$ cat src/rtl/arcade_pkg.sv
// Shared definitions for the hiscore RAM arbiter: FSM state encoding and
// the default user-pause dim delay.
package arcade_pkg;

  typedef enum logic [2:0] {
    IDLE    = 3'd0,
    HALT    = 3'd1,
    WAIT_VB = 3'd2,
    GRANT   = 3'd3,
    RELEASE = 3'd4
  } arb_state_e;

  // 10 s of user pause at 12 MHz before the video is dimmed.
  localparam logic [31:0] DIM_CYCLES_DEFAULT = 32'h0727_0E00;

endpackage

$ cat src/rtl/hiscore_ram_arbiter_if.sv
// Bus bundle between the hiscore engine, the game CPU and the shared work RAM.
// "slave" is the arbiter's view; "master" is the surrounding system's view.
interface hiscore_ram_arbiter_if #(
  parameter int AW = 12
) ();

  logic          hs_req;
  logic [AW-1:0] hs_addr;
  logic [7:0]    hs_wdata;
  logic          hs_we;
  logic          hs_gnt;
  logic [7:0]    hs_rdata;

  logic [AW-1:0] cpu_addr;
  logic [7:0]    cpu_wdata;
  logic          cpu_we;
  logic [7:0]    cpu_rdata;

  logic [AW-1:0] ram_addr;
  logic [7:0]    ram_wdata;
  logic          ram_we;
  logic [7:0]    ram_rdata;

  modport slave (
    input  hs_req, hs_addr, hs_wdata, hs_we,
    output hs_gnt, hs_rdata,
    input  cpu_addr, cpu_wdata, cpu_we,
    output cpu_rdata,
    output ram_addr, ram_wdata, ram_we,
    input  ram_rdata
  );

  modport master (
    output hs_req, hs_addr, hs_wdata, hs_we,
    input  hs_gnt, hs_rdata,
    output cpu_addr, cpu_wdata, cpu_we,
    input  cpu_rdata,
    input  ram_addr, ram_wdata, ram_we,
    output ram_rdata
  );

endinterface

$ cat src/rtl/hiscore_ram_arbiter_pause_ctrl.sv
// User pause control: synchronises the pause button, toggles the user pause
// on each press and raises dim after the pause has been held long enough.
module pause_ctrl
  import arcade_pkg::*;
#(
  parameter logic [31:0] DIM_CYCLES = DIM_CYCLES_DEFAULT
) (
  input  logic i_clk,
  input  logic i_rst_n,
  input  logic i_pause_btn,
  output logic o_user_pause,
  output logic o_dim
);

  logic [1:0]  r_sync;
  logic        r_user_pause;
  logic [31:0] r_timer;
  logic        r_dim;
  logic [31:0] w_timer_next;

  // Dim timer: counts only while the user pause is active, parks at the limit.
  always_comb begin
    w_timer_next = 32'd0;
    if (r_user_pause) begin
      if (r_timer >= DIM_CYCLES) begin
        w_timer_next = DIM_CYCLES;
      end else begin
        w_timer_next = r_timer + 32'd1;
      end
    end else begin
      w_timer_next = 32'd0;
    end
  end

  // Button synchroniser, press-to-toggle user pause, timer and registered dim.
  // The press is detected between the two synchroniser stages so the pause
  // reaches the core output three cycles after the button goes high.
  always_ff @(posedge i_clk or negedge i_rst_n) begin
    if (!i_rst_n) begin
      r_sync       <= 2'b00;
      r_user_pause <= 1'b0;
      r_timer      <= 32'd0;
      r_dim        <= 1'b0;
    end else begin
      r_sync <= {r_sync[0], i_pause_btn};
      if (r_sync[0] && !r_sync[1]) begin
        r_user_pause <= ~r_user_pause;
      end else begin
        r_user_pause <= r_user_pause;
      end
      r_timer <= w_timer_next;
      r_dim   <= (w_timer_next == DIM_CYCLES);
    end
  end

  assign o_user_pause = r_user_pause;
  assign o_dim        = r_dim;

endmodule

$ cat src/rtl/hiscore_ram_arbiter.sv
// Hiscore RAM arbiter: pauses the game core, waits for the core to settle
// and for vertical blank, then hands the shared work RAM to the hiscore
// engine until it lets go. The CPU owns the RAM at all other times.
module hiscore_ram_arbiter
  import arcade_pkg::*;
#(
  parameter int          AW         = 12,
  parameter int          SETTLE     = 4,
  parameter logic [31:0] DIM_CYCLES = DIM_CYCLES_DEFAULT
) (
  input  logic                  clk_sys,
  input  logic                  reset_n,
  input  logic                  pause_btn,
  input  logic                  vblank,
  hiscore_ram_arbiter_if.slave  bus,
  output logic                  pause,
  output logic                  dim
);

  localparam int             SCW         = (SETTLE < 2) ? 1 : $clog2(SETTLE + 1);
  localparam logic [SCW-1:0] SETTLE_LAST = SCW'(SETTLE);

  arb_state_e     r_state;
  logic [SCW-1:0] r_settle;
  logic           r_rel;
  logic           r_hs_gnt;
  logic           r_pause;

  logic           w_user_pause;
  logic           w_dim;
  logic [AW-1:0]  w_ram_addr;
  logic [7:0]     w_ram_wdata;
  logic           w_ram_we;

  pause_ctrl #(
    .DIM_CYCLES (DIM_CYCLES)
  ) u_pause_ctrl (
    .i_clk        (clk_sys),
    .i_rst_n      (reset_n),
    .i_pause_btn  (pause_btn),
    .o_user_pause (w_user_pause),
    .o_dim        (w_dim)
  );

  // Arbitration FSM with registered grant and core pause. The grant drops on
  // the same edge the FSM leaves GRANT so the engine never owns the RAM in
  // RELEASE. A hs_req drop before the grant aborts without ever granting.
  always_ff @(posedge clk_sys or negedge reset_n) begin
    if (!reset_n) begin
      r_state  <= IDLE;
      r_settle <= '0;
      r_rel    <= 1'b0;
      r_hs_gnt <= 1'b0;
      r_pause  <= 1'b0;
    end else begin
      r_hs_gnt <= (r_state == GRANT) && bus.hs_req;
      r_pause  <= w_user_pause | (r_state != IDLE);
      case (r_state)
        IDLE: begin
          r_settle <= '0;
          r_rel    <= 1'b0;
          if (bus.hs_req) begin
            r_state <= HALT;
          end else begin
            r_state <= IDLE;
          end
        end
        HALT: begin
          if (!bus.hs_req) begin
            r_state <= RELEASE;
            r_rel   <= 1'b0;
          end else if (r_settle == SETTLE_LAST) begin
            r_state <= vblank ? GRANT : WAIT_VB;
          end else begin
            r_settle <= r_settle + SCW'(1);
          end
        end
        WAIT_VB: begin
          if (!bus.hs_req) begin
            r_state <= RELEASE;
            r_rel   <= 1'b0;
          end else if (vblank) begin
            r_state <= GRANT;
          end else begin
            r_state <= WAIT_VB;
          end
        end
        GRANT: begin
          if (!bus.hs_req) begin
            r_state <= RELEASE;
            r_rel   <= 1'b0;
          end else begin
            r_state <= GRANT;
          end
        end
        RELEASE: begin
          if (r_rel) begin
            r_state <= IDLE;
            r_rel   <= 1'b0;
          end else begin
            r_rel <= 1'b1;
          end
        end
        default: begin
          r_state <= IDLE;
        end
      endcase
    end
  end

  // RAM port mux: engine while granted, otherwise CPU with writes blocked
  // whenever the core is paused.
  always_comb begin
    w_ram_addr  = bus.cpu_addr;
    w_ram_wdata = bus.cpu_wdata;
    w_ram_we    = 1'b0;
    if (r_hs_gnt) begin
      w_ram_addr  = bus.hs_addr;
      w_ram_wdata = bus.hs_wdata;
      w_ram_we    = bus.hs_we & bus.hs_req;
    end else begin
      w_ram_addr  = bus.cpu_addr;
      w_ram_wdata = bus.cpu_wdata;
      w_ram_we    = bus.cpu_we & ~r_pause;
    end
  end

  assign bus.ram_addr  = w_ram_addr;
  assign bus.ram_wdata = w_ram_wdata;
  assign bus.ram_we    = w_ram_we;
  assign bus.hs_gnt    = r_hs_gnt;
  assign bus.hs_rdata  = bus.ram_rdata;
  assign bus.cpu_rdata = bus.ram_rdata;
  assign pause         = r_pause;
  assign dim           = w_dim;

endmodule
$ cat src/flat_wrapper.sv
// flat-port wrapper written by rule: the top's interface ports become plain ports
module hiscore_ram_arbiter_flat import arcade_pkg::*;
#(
  parameter int          AW         = 12,
  parameter int          SETTLE     = 4,
  parameter logic [31:0] DIM_CYCLES = DIM_CYCLES_DEFAULT
)
  (clk_sys, reset_n, pause_btn, vblank, pause, dim, bus_hs_req, bus_hs_addr, bus_hs_wdata, bus_hs_we, bus_hs_gnt, bus_hs_rdata, bus_cpu_addr, bus_cpu_wdata, bus_cpu_we, bus_cpu_rdata, bus_ram_addr, bus_ram_wdata, bus_ram_we, bus_ram_rdata);
  hiscore_ram_arbiter_if #(.AW(AW)) bus_i ();
  input  logic clk_sys;
  input  logic reset_n;
  input  logic pause_btn;
  input  logic vblank;
  output logic pause;
  output logic dim;
  input wire logic [$bits(bus_i.hs_req)-1:0] bus_hs_req;
  input wire logic [$bits(bus_i.hs_addr)-1:0] bus_hs_addr;
  input wire logic [$bits(bus_i.hs_wdata)-1:0] bus_hs_wdata;
  input wire logic [$bits(bus_i.hs_we)-1:0] bus_hs_we;
  output wire logic [$bits(bus_i.hs_gnt)-1:0] bus_hs_gnt;
  output wire logic [$bits(bus_i.hs_rdata)-1:0] bus_hs_rdata;
  input wire logic [$bits(bus_i.cpu_addr)-1:0] bus_cpu_addr;
  input wire logic [$bits(bus_i.cpu_wdata)-1:0] bus_cpu_wdata;
  input wire logic [$bits(bus_i.cpu_we)-1:0] bus_cpu_we;
  output wire logic [$bits(bus_i.cpu_rdata)-1:0] bus_cpu_rdata;
  output wire logic [$bits(bus_i.ram_addr)-1:0] bus_ram_addr;
  output wire logic [$bits(bus_i.ram_wdata)-1:0] bus_ram_wdata;
  output wire logic [$bits(bus_i.ram_we)-1:0] bus_ram_we;
  input wire logic [$bits(bus_i.ram_rdata)-1:0] bus_ram_rdata;
  assign bus_i.hs_req = bus_hs_req;
  assign bus_i.hs_addr = bus_hs_addr;
  assign bus_i.hs_wdata = bus_hs_wdata;
  assign bus_i.hs_we = bus_hs_we;
  assign bus_hs_gnt = bus_i.hs_gnt;
  assign bus_hs_rdata = bus_i.hs_rdata;
  assign bus_i.cpu_addr = bus_cpu_addr;
  assign bus_i.cpu_wdata = bus_cpu_wdata;
  assign bus_i.cpu_we = bus_cpu_we;
  assign bus_cpu_rdata = bus_i.cpu_rdata;
  assign bus_ram_addr = bus_i.ram_addr;
  assign bus_ram_wdata = bus_i.ram_wdata;
  assign bus_ram_we = bus_i.ram_we;
  assign bus_i.ram_rdata = bus_ram_rdata;
  hiscore_ram_arbiter #(.AW(AW), .SETTLE(SETTLE), .DIM_CYCLES(DIM_CYCLES)) u_core (.clk_sys(clk_sys), .reset_n(reset_n), .pause_btn(pause_btn), .vblank(vblank), .bus(bus_i), .pause(pause), .dim(dim));
endmodule
$ cat config.mk
export PLATFORM = sky130hd
export DESIGN_NAME = hiscore_ram_arbiter_flat
export DESIGN_NICKNAME = d
export VERILOG_FILES = /design/src/rtl/arcade_pkg.sv /design/src/rtl/hiscore_ram_arbiter_if.sv /design/src/rtl/hiscore_ram_arbiter_pause_ctrl.sv /design/src/rtl/hiscore_ram_arbiter.sv /design/src/flat_wrapper.sv
export SDC_FILE = /design/constraint.sdc
export NUM_CORES = 1
export LEC_CHECK = 0
export CORE_MARGIN = 2
export CORE_UTILIZATION = 39
export CTS_BUF_LIST = sky130_fd_sc_hd__clkbuf_4 sky130_fd_sc_hd__clkbuf_8
export CTS_CLUSTER_DIAMETER = 120
export DETAILED_ROUTE_END_ITERATION = 12
export HOLD_SLACK_MARGIN = 0.08
export PLACE_DENSITY_LB_ADDON = 0.15
export SYNTH_ARGS = -nofsm -noshare
export SYNTH_HDL_FRONTEND = slang
export SYNTH_SLANG_ARGS = --single-unit
$ cat constraint.sdc
create_clock -name clk_sys -period 6.55 [get_ports clk_sys]
set_clock_uncertainty 0.15 [all_clocks]
set_input_delay 1.31 -clock clk_sys [delete_from_list [all_inputs] [get_ports clk_sys]]
set_output_delay 1.31 -clock clk_sys [all_outputs]
set_load 0.02 [all_outputs]
# Word-level counts from Yosys, hierarchy flattened
# Index checks and enable logic that the tools add are counted.
classes:
  add_sub_neg: 2
  magnitude_cmp: 1
  eq_ne: 11
  n_mux: 19
  n_bitwise: 5
  n_reduce_logical: 11
op_table:
  columns: ["op", "count"]
  rows:
  - ["$mux 32", 2]
  - ["$add 32x1->32 const B", 1]
  - ["$eq 32x27->1 const B", 1]
  - ["$ge 32x27->1 const B", 1]
  - ["$mux 3", 7]
  - ["$pmux 3 s5", 1]
  - ["$mux 12", 1]
  - ["$mux 8", 1]
  - ["$eq 3x2->1 const B", 2]
  - ["$eq 3x3->1 const B", 2]
  - ["$ne 2x2->1 const B", 3]
  - ["$pmux 3 s2", 1]
  - ["$reduce_bool 3->1", 2]
  - ["$mux 1", 5]
  - ["$reduce_and 2->1", 2]
  - ["$add 3x1->3 const B", 1]
  - ["$eq 3x1->1 const B", 1]
  - ["$logic_not 3->1", 1]
  - ["$ne 3x2->1 const B", 1]
  - ["$pmux 1 s3", 1]
  - ["$reduce_and 3->1", 1]
  - ["$reduce_or 3->1", 1]
  - ["$and 1x1->1", 2]
  - ["$logic_and 1x1->1", 2]
  - ["5 further kinds", 6]
word_totals:
  ff_bits: 45
  output_inout_bits: 40
  word_cells: 58

# Logic depth before layout (Yosys ltp)
# Gate-level depths: netlist (run 1).
logic_depth:
  word_depth: 4
  ltp_mapped: 8

# Cells and area by module
# From an unflattened synthesis (run 1), not the netlist that was laid out.
hier_totals:
  hier_cells: 287
  hier_area_um2: 2778.9
by_module_without_submodules:
  columns: ["module", "n_inst", "cells_each", "area_each_um2", "seq_area_each_um2"]
  rows:
  - ["pause_ctrl", 1, 205, 1981.9, 900.9]
  - ["hiscore_ram_arbiter", 1, 82, 797.0, 225.2]

# Worst setup path after synthesis (run 1)
# Ideal clock, no wire load.
synth_path:
  path_kind: "input to output"
  startpoint: "input bus_cpu_we"
  endpoint: "output bus_ram_we"
  arrival_time_ns: 1.828
  required_time_ns: 5.090
  slack_ns: 3.262
  stages: 2
  path_buffers: 0
  path_cell_list: "nand2b_1 -> o21ai_0"
synth_via:
  elab_chain_len: 2
synth_rtl:
  columns: ["item", "line_no", "source"]
  rows:
  - ["from (decl)", "flat_wrapper.sv:24", "input wire logic [$bits(bus_i.cpu_we)-1:0] bus_cpu_we;"]
  - ["$and 1x1->1", "hiscore_ram_arbiter.sv:124", "w_ram_we = bus.cpu_we & ~r_pause;"]
  - ["$mux 1", "hiscore_ram_arbiter.sv:117", "if (r_hs_gnt) begin"]
  - ["to (decl)", "flat_wrapper.sv:28", "output wire logic [$bits(bus_i.ram_we)-1:0] bus_ram_we;"]
# No other way between the ends.

# Final worst setup path (run 1)
layout_path:
  startpoint: "input bus_hs_req"
  endpoint: "output bus_ram_we"
layout_via:
  elab_chain_len: 2
layout_rtl:
  columns: ["item", "line_no", "source"]
  rows:
  - ["from (decl)", "flat_wrapper.sv:16", "input wire logic [$bits(bus_i.hs_req)-1:0] bus_hs_req;"]
  - ["$and 1x1->1", "hiscore_ram_arbiter.sv:120", "w_ram_we = bus.hs_we & bus.hs_req;"]
  - ["$mux 1", "hiscore_ram_arbiter.sv:117", null]
# No other way between the ends.

==> results of run 1 <==
[per-layer routing]
layer	GRT usage (%)	vias to the layer above	share of wire, %
met5	0	-	0
met4	5.65	0	1.7
met3	4.66	10	10
met2	27.7	90	44
met1	20.8	1057	44
li1	-	1112	-
[per-stage QoR]
| step | power (mW) | hold slack (ps) |
|---|---|---|
| after CTS | 0.826 | 234 |
| after global routing | 0.868 | 248 |
| final | 0.819 | 228 |
| after detailed placement | 0.638 | 215 |
| after floorplan | 0.550 | 197 |
| after global placement | 0.633 | 210 |
[how the worst max path moves through the flow]
| stage | startpoint | end | slack [ps] | depth (start not counted) |
|---|---|---|---|---|
| floorplan | bus_cpu_we | bus_ram_we | 3260 | 2 |
| global placement | bus_hs_req | bus_ram_we | 2360 | 4 |
| detailed placement | bus_hs_req | bus_ram_we | 2350 | 4 |
| CTS | bus_hs_req | bus_ram_we | 2340 | 4 |
| global route | bus_hs_req | bus_ram_we | 2280 | 4 |
| finish | bus_hs_req | bus_ram_we | 2370 | 4 |
[flip-flops by register name, summed over array words and instances, names as in the netlist]
| signal | count |
|---|---|
| u_core.r_settle | 3 |
| u_core.u_pause_ctrl.r_timer | 32 |
| u_core.bus.hs_gnt | 1 |
| u_core.pause | 1 |
| u_core.u_pause_ctrl.o_user_pause | 1 |
| u_core.r_state | 3 |
| u_core.u_pause_ctrl.o_dim | 1 |
| u_core.r_rel | 1 |
| u_core.u_pause_ctrl.r_sync | 2 |
[cell usage after synthesis, types with 3 or more instances]
cell       n
nor3_1     9
xor2_1    11
nand3_1   17
nand2b_1   3
nor2b_1    3
or4_1      3
buf_4     16
clkbuf_1   5
nor4_1     4
and3_1     3
mux2_2    21
nand2_1   13
inv_1      8
a31oi_1    3
a21oi_1   12
buf_2      4
dfrtp_1   45
a41oi_1    3
xnor2_1   12
nor2_1    28
o21ai_0    9
ha_1       4
nand4_1    7
o31ai_1    3
[power breakdown]
part,internal [mW],switching [mW]
clock,0.0954,0.0914
sequential,0.331,0.0751
combinational,0.118,0.108
total,0.545,0.275
[final cells by class]
| class | instances | area share, % |
|---|---|---|
| multi-input combinational | 210 | 41.6 |
| sequential | 45 | 31.7 |
| timing repair buffer | 70 | 19.6 |
| tap | 96 | 3.38 |
| clock buffer | 7 | 2.71 |
| inverter | 8 | 0.846 |
| clock inverter | 1 | 0.141 |
[cell families (layout without fill, tap and decap cells)]
kind of cell,after synthesis,in the layout
xor gates and xnor gates,23,23
and+or+nand+nor,113,113
other,1,5
muxes,23,23
adders and majority gates,4,4
DFF,45,45
buffers and inverters,37,86
AOI/OAI and AO/OA,42,42
==> results by group, run 1 <==
Die
  • Row cnt: 30
  • Die width: around 89 µm
  • Die ar.: ~7900 µm²
  • Top Ports: 95
  • Initial core utilization: between 40% and 50%
  • Core area: just under 7000 µm²
  • Die Ht: between 80 and 90 µm

Clocking
  • Root Buffer: clkbuf_8
  • Post-CTS Hold Fix Bufs: 0
  • Cts bufs inserted: 5
  • Post-CTS setup buffer count: 0
  • CTS tree: done
  • Clock Latency Late Sink: around 300 ps
  • Num Clock Sinks: 45
  • Post-CTS sizing: 0
  • Clock-pin slew on the worst setup and hold paths: 80 ps
  • Clk buf depth: 2
  • Clock H-tree levels: 2

Timing
  • Fin Setup TNS: 0 ps
  • Slew margin rel.: about a third
  • Least-Margin Pin Slew: slightly below 1000 ps
  • RSZ-0062 raised after global routing: no
  • Max Slew Vio Count: 0
  • Tmin final: ~4200 ps
  • Maximum clock frequency: around 240 MHz
  • Worst Slack Setup Final: about 2400 ps
  • Final-report hold violation count: 0
  • Final period util: a little under two thirds
  • Final setup viols: 0

Min path
  • Hold_sp: u_core.u_pause_ctrl.r_sync[0]$_DFF_PN0_
  • Tightest Hold Check Type: flop to flop
  • Hold depth: 0
  • Hold Path End: u_core.u_pause_ctrl.r_sync[1]$_DFF_PN0_

Synthesis
  • Synth Cell Area: 2800 µm²
  • Synthesized instance count: 288
  • Ys flop type: dfrtp_1
  • Post-synth EDFFs: 0
  • Synth area leader: dfrtp_1
  • Complex-gate fraction of the synthesized area: a little over a tenth
  • Avg Cell Area, Syn: ~9.7 µm²
  • Largest family of logic cells by synthesized area: simple AND/OR/NAND/NOR gates
  • Post-synth cell types: 58
  • Area share of fa/ha/maj cells after synthesis: about 1.8%
  • Post-synthesis async set-or-reset flop share: between 90% and 100%
  • Mux contribution to synthesized area: under 10%
  • Number of synthesized register bits: 45
  • Yosys warning count: 0
  • Seq/Total Area, Yosys: about two fifths
  • Dominant cells by area after synthesis: dfrtp_1 (40%), mux2_2 (8.4%), buf_4 (4.3%), nor2_1 (3.8%), xnor2_1 (3.8%)
  • Xor/xnor cell area share of the yosys netlist: about 7.2%
  • Top cell type's share of synthesized area: between 40 and 50%
  • Synth Area in Simple Gates: between 20% and 30%

Placement
  • DP Cell Count: 429
  • Final GP Congestion: between 0.9 and 1
  • DP Worst Slack: approximately 2300 ps
  • Port bufs: 70
  • Post-DP Area: approximately 3400 µm²
  • Detail Placement HPWL: about 4900 µm

Detailed routing
  • DRC viols: 0
  • Avg WL per Cell: between 10 and 15 µm
  • Router iterations before antenna repair: 4
  • DR vias/cell: 5.19
  • Vias: roughly 2,300
  • 1st-iter DRT viols: between 90 and 100
  • Post-DRT Antenna Nets: 0
  • Overall routed net length: 6420 µm

Worst setup path
  • R2R setup slack: about 3800 ps
  • Worst reg2reg path startpoint: u_core.u_pause_ctrl.r_timer[2]$_DFF_PN0_
  • Setup CP Type: primary input to primary output
  • CP Data Required Time: slightly above 5000 ps
  • CP bufs+invs: 2
  • R2R depth: 6
  • Crit path DAT: 2720 ps
  • Worst-path cell chain: clkdlybuf4s50_1 > nand3_1 > o21ai_0 > clkdlybuf4s50_1
  • Worst path top cell family by delay: buffers and inverters
  • Critical path's most frequent cell: clkdlybuf4s50_1
  • Slowest cell delay on critical path: around 630 ps
  • CP max FO: 6
  • Slowest stage cell, crit path: clkdlybuf4s50_1
  • CP Capture Type: primary output
  • Critical Path Start Type: primary input
  • Worst R2R End: u_core.u_pause_ctrl.o_dim$_DFF_PN0_

Global route
  • First-pass GRT wire length: 10,200 µm
  • Largest net degree at the start of global routing: 46
  • Initial antenna violation count: 0
  • Total track usage: between 10% and 20%
  • Grt ovf: 0
  • Vias in the first global route: 2,151

Final layout
  • Most frequent cells in the layout: clkdlybuf4s50_1 (69), dfrtp_1 (45), nor2_1 (28)
  • Commonest non-fill, non-tap cell in the layout: clkdlybuf4s50_1
  • Post-layout util: 51.7%
  • Design Area, Final: approximately 3500 µm²
  • Synth-to-Final Area Change: 26.8%
  • Register area: between 1000 and 1500 µm²
  • Layout cells sized above 1: 13.5%
  • Inserted Diodes: 0
  • Area of the multi-input gates: 1480 µm²
  • Final non-filler cell total: 437
  • Layout Nets: roughly 400
  • Fillcell total: roughly 660

Status
  • Status: complete, no violations

Flow run
  • Max_cap viols: 0

Power and ir drop
  • PwrDens: 231 nW/µm²
  • VDD IR max: roughly 0.12 mV
  • Leakage: ~1.3 nW
(Power assumes the default switching activity.)
==> inputs of run 2 (changes only) <==
- clock period: 6.55 -> 3.7 ns (I/O delays scaled with it)
==> run 2 against run 1 <==
Compared with the run above:
- critical path depth down 2
- via count up 2.2%
- clock-buffer cell count down 2
- cell area down 0.56%
- core utilization down 0.29 points
- sequential share of layout area up 0.18 points
- largest cell class unchanged
- critical endpoint is now bus_ram_wdata[3]
- worst setup slack worse by 1700 ps
==> results by group, run 2 (synthesized netlist as in run 1, its figures left out) <==
Final layout
  • Fillcell total: 647 (was 657)
  • Commonest non-fill, non-tap cell in the layout: clkdlybuf4s50_1 (unchanged)
  • Max reg flops: 32 (unchanged)
  • Layout Nets: 400 (was 399)
  • Synth-to-Final Area Change: 26.1% (was 26.8%)
  • Register area: 1130 µm² (unchanged)
  • Area of the multi-input gates: 1480 µm² (unchanged)
  • Most frequent cells in the layout: clkdlybuf4s50_1 (69), dfrtp_1 (45), nor2_1 (28) (unchanged)
  • Largest regs: u_core.u_pause_ctrl.r_timer (32), u_core.r_settle (3), u_core.r_state (3) (unchanged)
  • Layout cells sized above 1: 13.2% (was 13.5%)
  • Inserted Diodes: 0 (unchanged)
  • Largest register by flop count: u_core.u_pause_ctrl.r_timer (unchanged)

Timing
  • Final setup viols: 0 (unchanged)
  • Slew margin rel.: 36.1% (was 34.6%)
  • Worst Slack Setup Final: 649 ps (was 2370 ps)
  • Tmin final: about 3000 ps
  • Max Slew Vio Count: 0 (unchanged)
  • Maximum clock frequency: 328 MHz
  • RSZ-0062 raised after global routing: no (unchanged)
  • Fin Setup TNS: 0 ps (unchanged)
  • Final-report hold violation count: 0 (unchanged)
  • Least-Margin Pin Slew: 958 ps (was 981 ps)
  • Final period util: roughly 80%

Min path
  • Hold depth: 0 (unchanged)
  • Tightest Hold Check Type: flop to flop (unchanged)
  • Hold_sp: u_core.u_pause_ctrl.r_sync[0]$_DFF_PN0_ (unchanged)

Die
  • Top Ports: 95 (unchanged)
  • Die width: 88.7 µm (unchanged)
  • Die Ht: 88.7 µm (unchanged)
  • Initial core utilization: 40.8% (unchanged)
  • Die ar.: 7870 µm² (unchanged)
  • Row cnt: 30 (unchanged)
  • Core area: 6870 µm² (unchanged)

Clocking
  • CTS tree: done (unchanged)
  • Root Buffer: clkbuf_8 (unchanged)
  • Num Clock Sinks: 45 (unchanged)
  • Clk buf depth: 2 (unchanged)
  • Clock-pin slew on the worst setup and hold paths: 80 ps (about the same)
  • Clock Latency Late Sink: 290 ps (was 300 ps)
  • Cts bufs inserted: 5 (unchanged)
  • Post-CTS Hold Fix Bufs: 0 (unchanged)
  • Post-CTS setup buffer count: 0 (unchanged)
  • Clock H-tree levels: 2 (unchanged)
  • Post-CTS sizing: 0 (unchanged)

Detailed routing
  • 1st-iter DRT viols: 114 (was 92)
  • Router iterations before antenna repair: 4 (unchanged)
  • Avg WL per Cell: 14.6 µm (was 14.7 µm)
  • DRC viols: 0 (unchanged)
  • Vias: 2,318 (was 2,269)
  • DR vias/cell: 5.32 (was 5.19)
  • DR WL met2: 2820 µm (was 2830 µm)
  • Overall routed net length: 6370 µm (was 6420 µm)
  • Met3 wire length: 581 µm (was 651 µm)
  • Post-DRT Antenna Nets: 0 (unchanged)
  • Highest metal used: met4 (unchanged)
  • WL met1: 2870 µm (was 2820 µm)

Global route
  • Total track usage: 16.4% (was 16.6%)
  • First-pass GRT wire length: 10,100 µm (was 10,200 µm)
  • Initial antenna violation count: 0 (unchanged)
  • Largest net degree at the start of global routing: 46 (unchanged)
  • Grt ovf: 0 (unchanged)
  • Vias in the first global route: 2,126 (was 2,151)

Power and ir drop
  • VDD IR max: 0.192 mV (was 0.120 mV)
  • Logic pwr share: 28.6% (was 27.6%)
  • PwrDens: 396 nW/µm² (was 231 nW/µm²)
  • Power consumption: 1.40 mW (was 0.819 mW)
  • Net Sw Frac: 34.2% (was 33.5%)
  • Sequential share of power: 51.6% (was 49.6%)
  • Clock network power share: 19.8% (was 22.8%)
  • Leakage: 1.33 nW (was 1.34 nW)
  • Internal Pwr Total: 0.921 mW (was 0.545 mW)
  • Net Sw Power: 0.478 mW (was 0.275 mW)

Placement
  • Final GP Congestion: 0.936 (was 0.920)
  • Port bufs: 70 (unchanged)
  • Detail Placement HPWL: 4820 µm (was 4850 µm)
  • DP Worst Slack: 632 ps (was 2350 ps)

Worst setup path
  • CP startpoint: u_core.bus.hs_gnt$_DFF_PN0_ (was bus_hs_req)
  • Worst reg2reg path startpoint: u_core.u_pause_ctrl.r_timer[2]$_DFF_PN0_ (unchanged)
  • Critical Path Start Type: flop (was primary input)
  • CP Data Required Time: 2810 ps (was 5090 ps)
  • Crit path DAT: 2160 ps (was 2720 ps)
  • CP max FO: 23 (was 6)
  • R2R depth: 6 (unchanged)
  • CP Capture Type: primary output (unchanged)
  • R2R setup slack: 880 ps (was 3780 ps)
  • Setup CP Type: flop to primary output (was primary input to primary output)

Status
  • Status: complete, no violations (unchanged)

Flow run
  • Max_cap viols: 0 (unchanged)
==> run 2: cell types whose count changed in the layout (fill, tap and decap cells not counted) <==
cell,delta
clkbuf_8,-2
buf_4,+1
==> run 2: worst max-delay path: stages (launching register included) <==
cell,delay [ps]
dfrtp_1,900
mux2_2,420
clkdlybuf4s50_1,550
==> run 2: final cells by class <==
cell class	count	share of cell area [%]
clock inverter	1	0.142
inverter	8	0.851
clock buffer	5	1.95
sequential	45	31.9
tap	96	3.40
multi-input combinational	210	41.8
timing repair buffer	71	19.9
==> run 2: per-stage QoR <==
| stage | util (%) | hold WS (ps) | cells | instance area (µm²) |
|---|---|---|---|---|
| 6_report | 51.4 | 222 | 436 | 3530 |
| 4_1_cts | 51.4 | 229 | 436 | 3530 |
| 3_3_place_gp | 50.3 | 209 | 430 | 3460 |
| 2_1_floorplan | - | 197 | 292 | 2820 |
| 5_1_grt | 51.4 | 239 | 436 | 3530 |
| 3_5_place_dp | 50.3 | 211 | 430 | 3460 |
==> run 2: power groups by stage <==
stage / Sequential [mW] / Clock (mW) / Combinational, mW
final: 0.721 / 0.277 / 0.400
after global routing: 0.735 / 0.310 / 0.443
after CTS: 0.715 / 0.288 / 0.406
after detailed placement: 0.725 / 0 / 0.405
after global placement: 0.721 / 0 / 0.403
after floorplan: 0.693 / 0 / 0.280
==> run 2: path summary, 6_finish.rpt <==
check                                                            endpoint
worst max-delay path                                     bus_ram_wdata[3]
min in group asynchronous       u_core.u_pause_ctrl.r_timer[16]$_DFF_PN0_
worst min register to register    u_core.u_pause_ctrl.r_sync[1]$_DFF_PN0_
max in group asynchronous       u_core.u_pause_ctrl.r_timer[19]$_DFF_PN0_
worst max register to register        u_core.u_pause_ctrl.o_dim$_DFF_PN0_
worst min-delay path              u_core.u_pause_ctrl.r_sync[1]$_DFF_PN0_
==> run 2: layer usage <==
layer  vias to the layer above  track usage (%)
met3                         9             3.54
met1                      1094             21.8
met2                       102             26.7
met5                         -                0
met4                         0             4.96
li1                       1113                -
==> inputs of run 3 (changes only) <==
- clock period: 3.7 -> 2.9 ns (I/O delays scaled with it)
==> run 3 against run 2 <==
Compared with the run above:
- clock-buffer cell count stayed put
- worst hold slack worse by 110 ps
- total power is 28% higher
- critical path type is now primary input to primary output
- largest cell class unchanged
- highest routed layer unchanged
==> results by group, run 3 (synthesized netlist as in run 1, its figures left out) <==
Detailed routing
  • Router iterations before antenna repair: 4 (unchanged)
  • Post-DRT Antenna Nets: 0 (unchanged)
  • 1st-iter DRT viols: 127 (was 114)
  • Vias: 2,309 (was 2,318)
  • DRC viols: 0 (unchanged)
  • Avg WL per Cell: 14.5 µm (was 14.6 µm)
  • DR vias/cell: 5.20 (was 5.32)
  • Overall routed net length: 6440 µm (was 6370 µm)

Final layout
  • Commonest non-fill, non-tap cell in the layout: clkdlybuf4s50_1 (unchanged)
  • Synth-to-Final Area Change: 28.6% (was 26.1%)
  • Layout Nets: 408 (was 400)
  • Inserted Diodes: 0 (unchanged)
  • Most frequent cells in the layout: clkdlybuf4s50_1 (69), dfrtp_1 (45), nor2_1 (28) (unchanged)
  • Register area: 1130 µm² (unchanged)
  • Largest register by flop count: u_core.u_pause_ctrl.r_timer (unchanged)
  • Layout cells sized above 1: 15.2% (was 13.2%)
  • Largest regs: u_core.u_pause_ctrl.r_timer (32), u_core.r_settle (3), u_core.r_state (3) (unchanged)
  • Fillcell total: 668 (was 647)
  • Max reg flops: 32 (unchanged)
  • Area of the multi-input gates: 1480 µm² (unchanged)

Power and ir drop
  • Leakage: 1.38 nW (was 1.33 nW)
  • Power consumption: 1.79 mW (was 1.40 mW)
  • PwrDens: 496 nW/µm² (was 396 nW/µm²)
  • VDD IR max: 0.221 mV (was 0.192 mV)

Placement
  • Port bufs: 70 (unchanged)
  • Detail Placement HPWL: 4930 µm (was 4820 µm)
  • Final GP Congestion: 0.810 (was 0.936)

Clocking
  • Root Buffer: clkbuf_8 (unchanged)
  • Clk buf depth: 2 (unchanged)
  • Post-CTS Hold Fix Bufs: 0 (unchanged)
  • Post-CTS setup buffer count: 0 (unchanged)
  • CTS tree: done (unchanged)
  • Clock-pin slew on the worst setup and hold paths: 80 ps (about the same)
  • Num Clock Sinks: 45 (unchanged)
  • Clock Latency Late Sink: 290 ps (about the same)
  • Clock H-tree levels: 2 (unchanged)
  • Cts bufs inserted: 5 (unchanged)
  • Post-CTS sizing: 0 (unchanged)

Worst setup path
  • R2R depth: 6 (unchanged)
  • Setup CP Type: primary input to primary output (was flop to primary output)
  • Worst-path cell chain: clkdlybuf4s50_1 > nand2b_1 > o21ai_0 > clkdlybuf4s50_1 (was mux2_2 > clkdlybuf4s50_1)
  • R2R setup slack: 320 ps (was 880 ps)
  • CP startpoint: bus_cpu_we (was u_core.bus.hs_gnt$_DFF_PN0_)
  • Slowest cell delay on critical path: 640 ps (was 900 ps)
  • Critical path's most frequent cell: clkdlybuf4s50_1
  • Worst path top cell family by delay: buffers and inverters (was flip-flops)
  • CP max FO: 1 (was 23)
  • Worst R2R End: u_core.u_pause_ctrl.o_dim$_DFF_PN0_ (unchanged)
  • Slowest stage cell, crit path: clkdlybuf4s50_1 (was dfrtp_1)
  • CP Capture Type: primary output (unchanged)
  • CP Data Required Time: 2170 ps (was 2810 ps)
  • Worst reg2reg path startpoint: u_core.u_pause_ctrl.r_timer[6]$_DFF_PN0_ (was u_core.u_pause_ctrl.r_timer[2]$_DFF_PN0_)
  • CP bufs+invs: 2 (was 1)
  • Critical Path Start Type: primary input (was flop)
  • Crit path DAT: 1880 ps (was 2160 ps)

Timing
  • Maximum clock frequency: around 380 MHz
  • Slew margin rel.: 63.4% (was 36.1%)
  • Fin Setup TNS: 0 ps (unchanged)
  • Final-report hold violation count: 0 (unchanged)
  • Max Slew Vio Count: 0 (unchanged)
  • Tmin final: approximately 2600 ps
  • RSZ-0062 raised after global routing: no (unchanged)
  • Final setup viols: 0 (unchanged)
  • Least-Margin Pin Slew: 548 ps (was 958 ps)
  • Final period util: between 90% and 100%

Die
  • Top Ports: 95 (unchanged)
  • Die Ht: 88.7 µm (unchanged)
  • Die ar.: 7870 µm² (unchanged)
  • Row cnt: 30 (unchanged)
  • Die width: 88.7 µm (unchanged)
  • Core area: 6870 µm² (unchanged)
  • Initial core utilization: 40.8% (unchanged)

Global route
  • First-pass GRT wire length: 10,300 µm (was 10,100 µm)
  • Grt ovf: 0 (unchanged)
  • Vias in the first global route: 2,246 (was 2,126)
  • Largest net degree at the start of global routing: 26 (was 46)
  • Initial antenna violation count: 0 (unchanged)
  • Total track usage: 16.8% (was 16.4%)

Min path
  • Tightest Hold Check Type: primary input to asynchronous set/reset pin (was flop to flop)

Flow run
  • Max_cap viols: 0 (unchanged)

Status
  • Status: complete, no violations (unchanged)
run 3: cell count changes in the layout (fill, tap and decap cells not counted), sizes merged:
cell / delta
buf: +8
run 3: worst register-to-register path: stages (launching register included):
cell	delay (ps)
dfrtp_1	530
nand3_2	200
or2_1	330
or4_4	460
a2111oi_4	380
a41oi_1	170
nor3_1	260
run 3: how the worst max path moves through the flow:
| stage | end | slack (ps) | depth (start not counted) |
|---|---|---|---|
| final | bus_ram_we | 290 | 4 |
| after detailed placement | bus_ram_we | 290 | 4 |
| after global placement | bus_ram_we | 310 | 4 |
| after global routing | u_core.u_pause_ctrl.o_dim$_DFF_PN0_ | 140 | 6 |
| after floorplan | u_core.u_pause_ctrl.o_dim$_DFF_PN0_ | 520 | 8 |
| after CTS | bus_ram_we | 290 | 4 |
run 3: metrics by stage:
step                      std cells  cell area [µm²]  setup slack (ps)  utilization, %  hold WS, ps
final                           444             3600               288            52.4          113
after floorplan                 292             2820               515               -          134
after detailed placement        438             3530               292            51.4          216
after CTS                       444             3600               292            52.4          137
after global routing            444             3600               138            52.4          150
after global placement          438             3530               305            51.4          213
run 3: layer usage:
| metal | track usage (%) | vias to the layer above | routed length [µm] |
|---|---|---|---|
| met3 | 4.29 | 9 | 643 |
| met5 | 0 | - | 0 |
| met4 | 6.06 | 0 | 87 |
| met2 | 27.8 | 88 | 2840 |
| li1 | - | 1128 | - |
| met1 | 21.3 | 1084 | 2870 |
run 3: power by group:
part / total (mW) / internal (mW) / switching (mW)
sequential: 0.910 / 0.749 / 0.161
clock: 0.356 / 0.159 / 0.197
combinational: 0.520 / 0.269 / 0.251
run 3: cell type report:
| type | instances | area share [%] |
|---|---|---|
| Tap cell | 96 | 3.33 |
| Clock buffer | 5 | 1.91 |
| Timing Repair Buffer | 79 | 21.5 |
| Clock inverter | 1 | 0.139 |
| Inverter | 8 | 0.834 |
| Multi-Input combinational cell | 210 | 41.0 |
| Sequential cell | 45 | 31.3 |
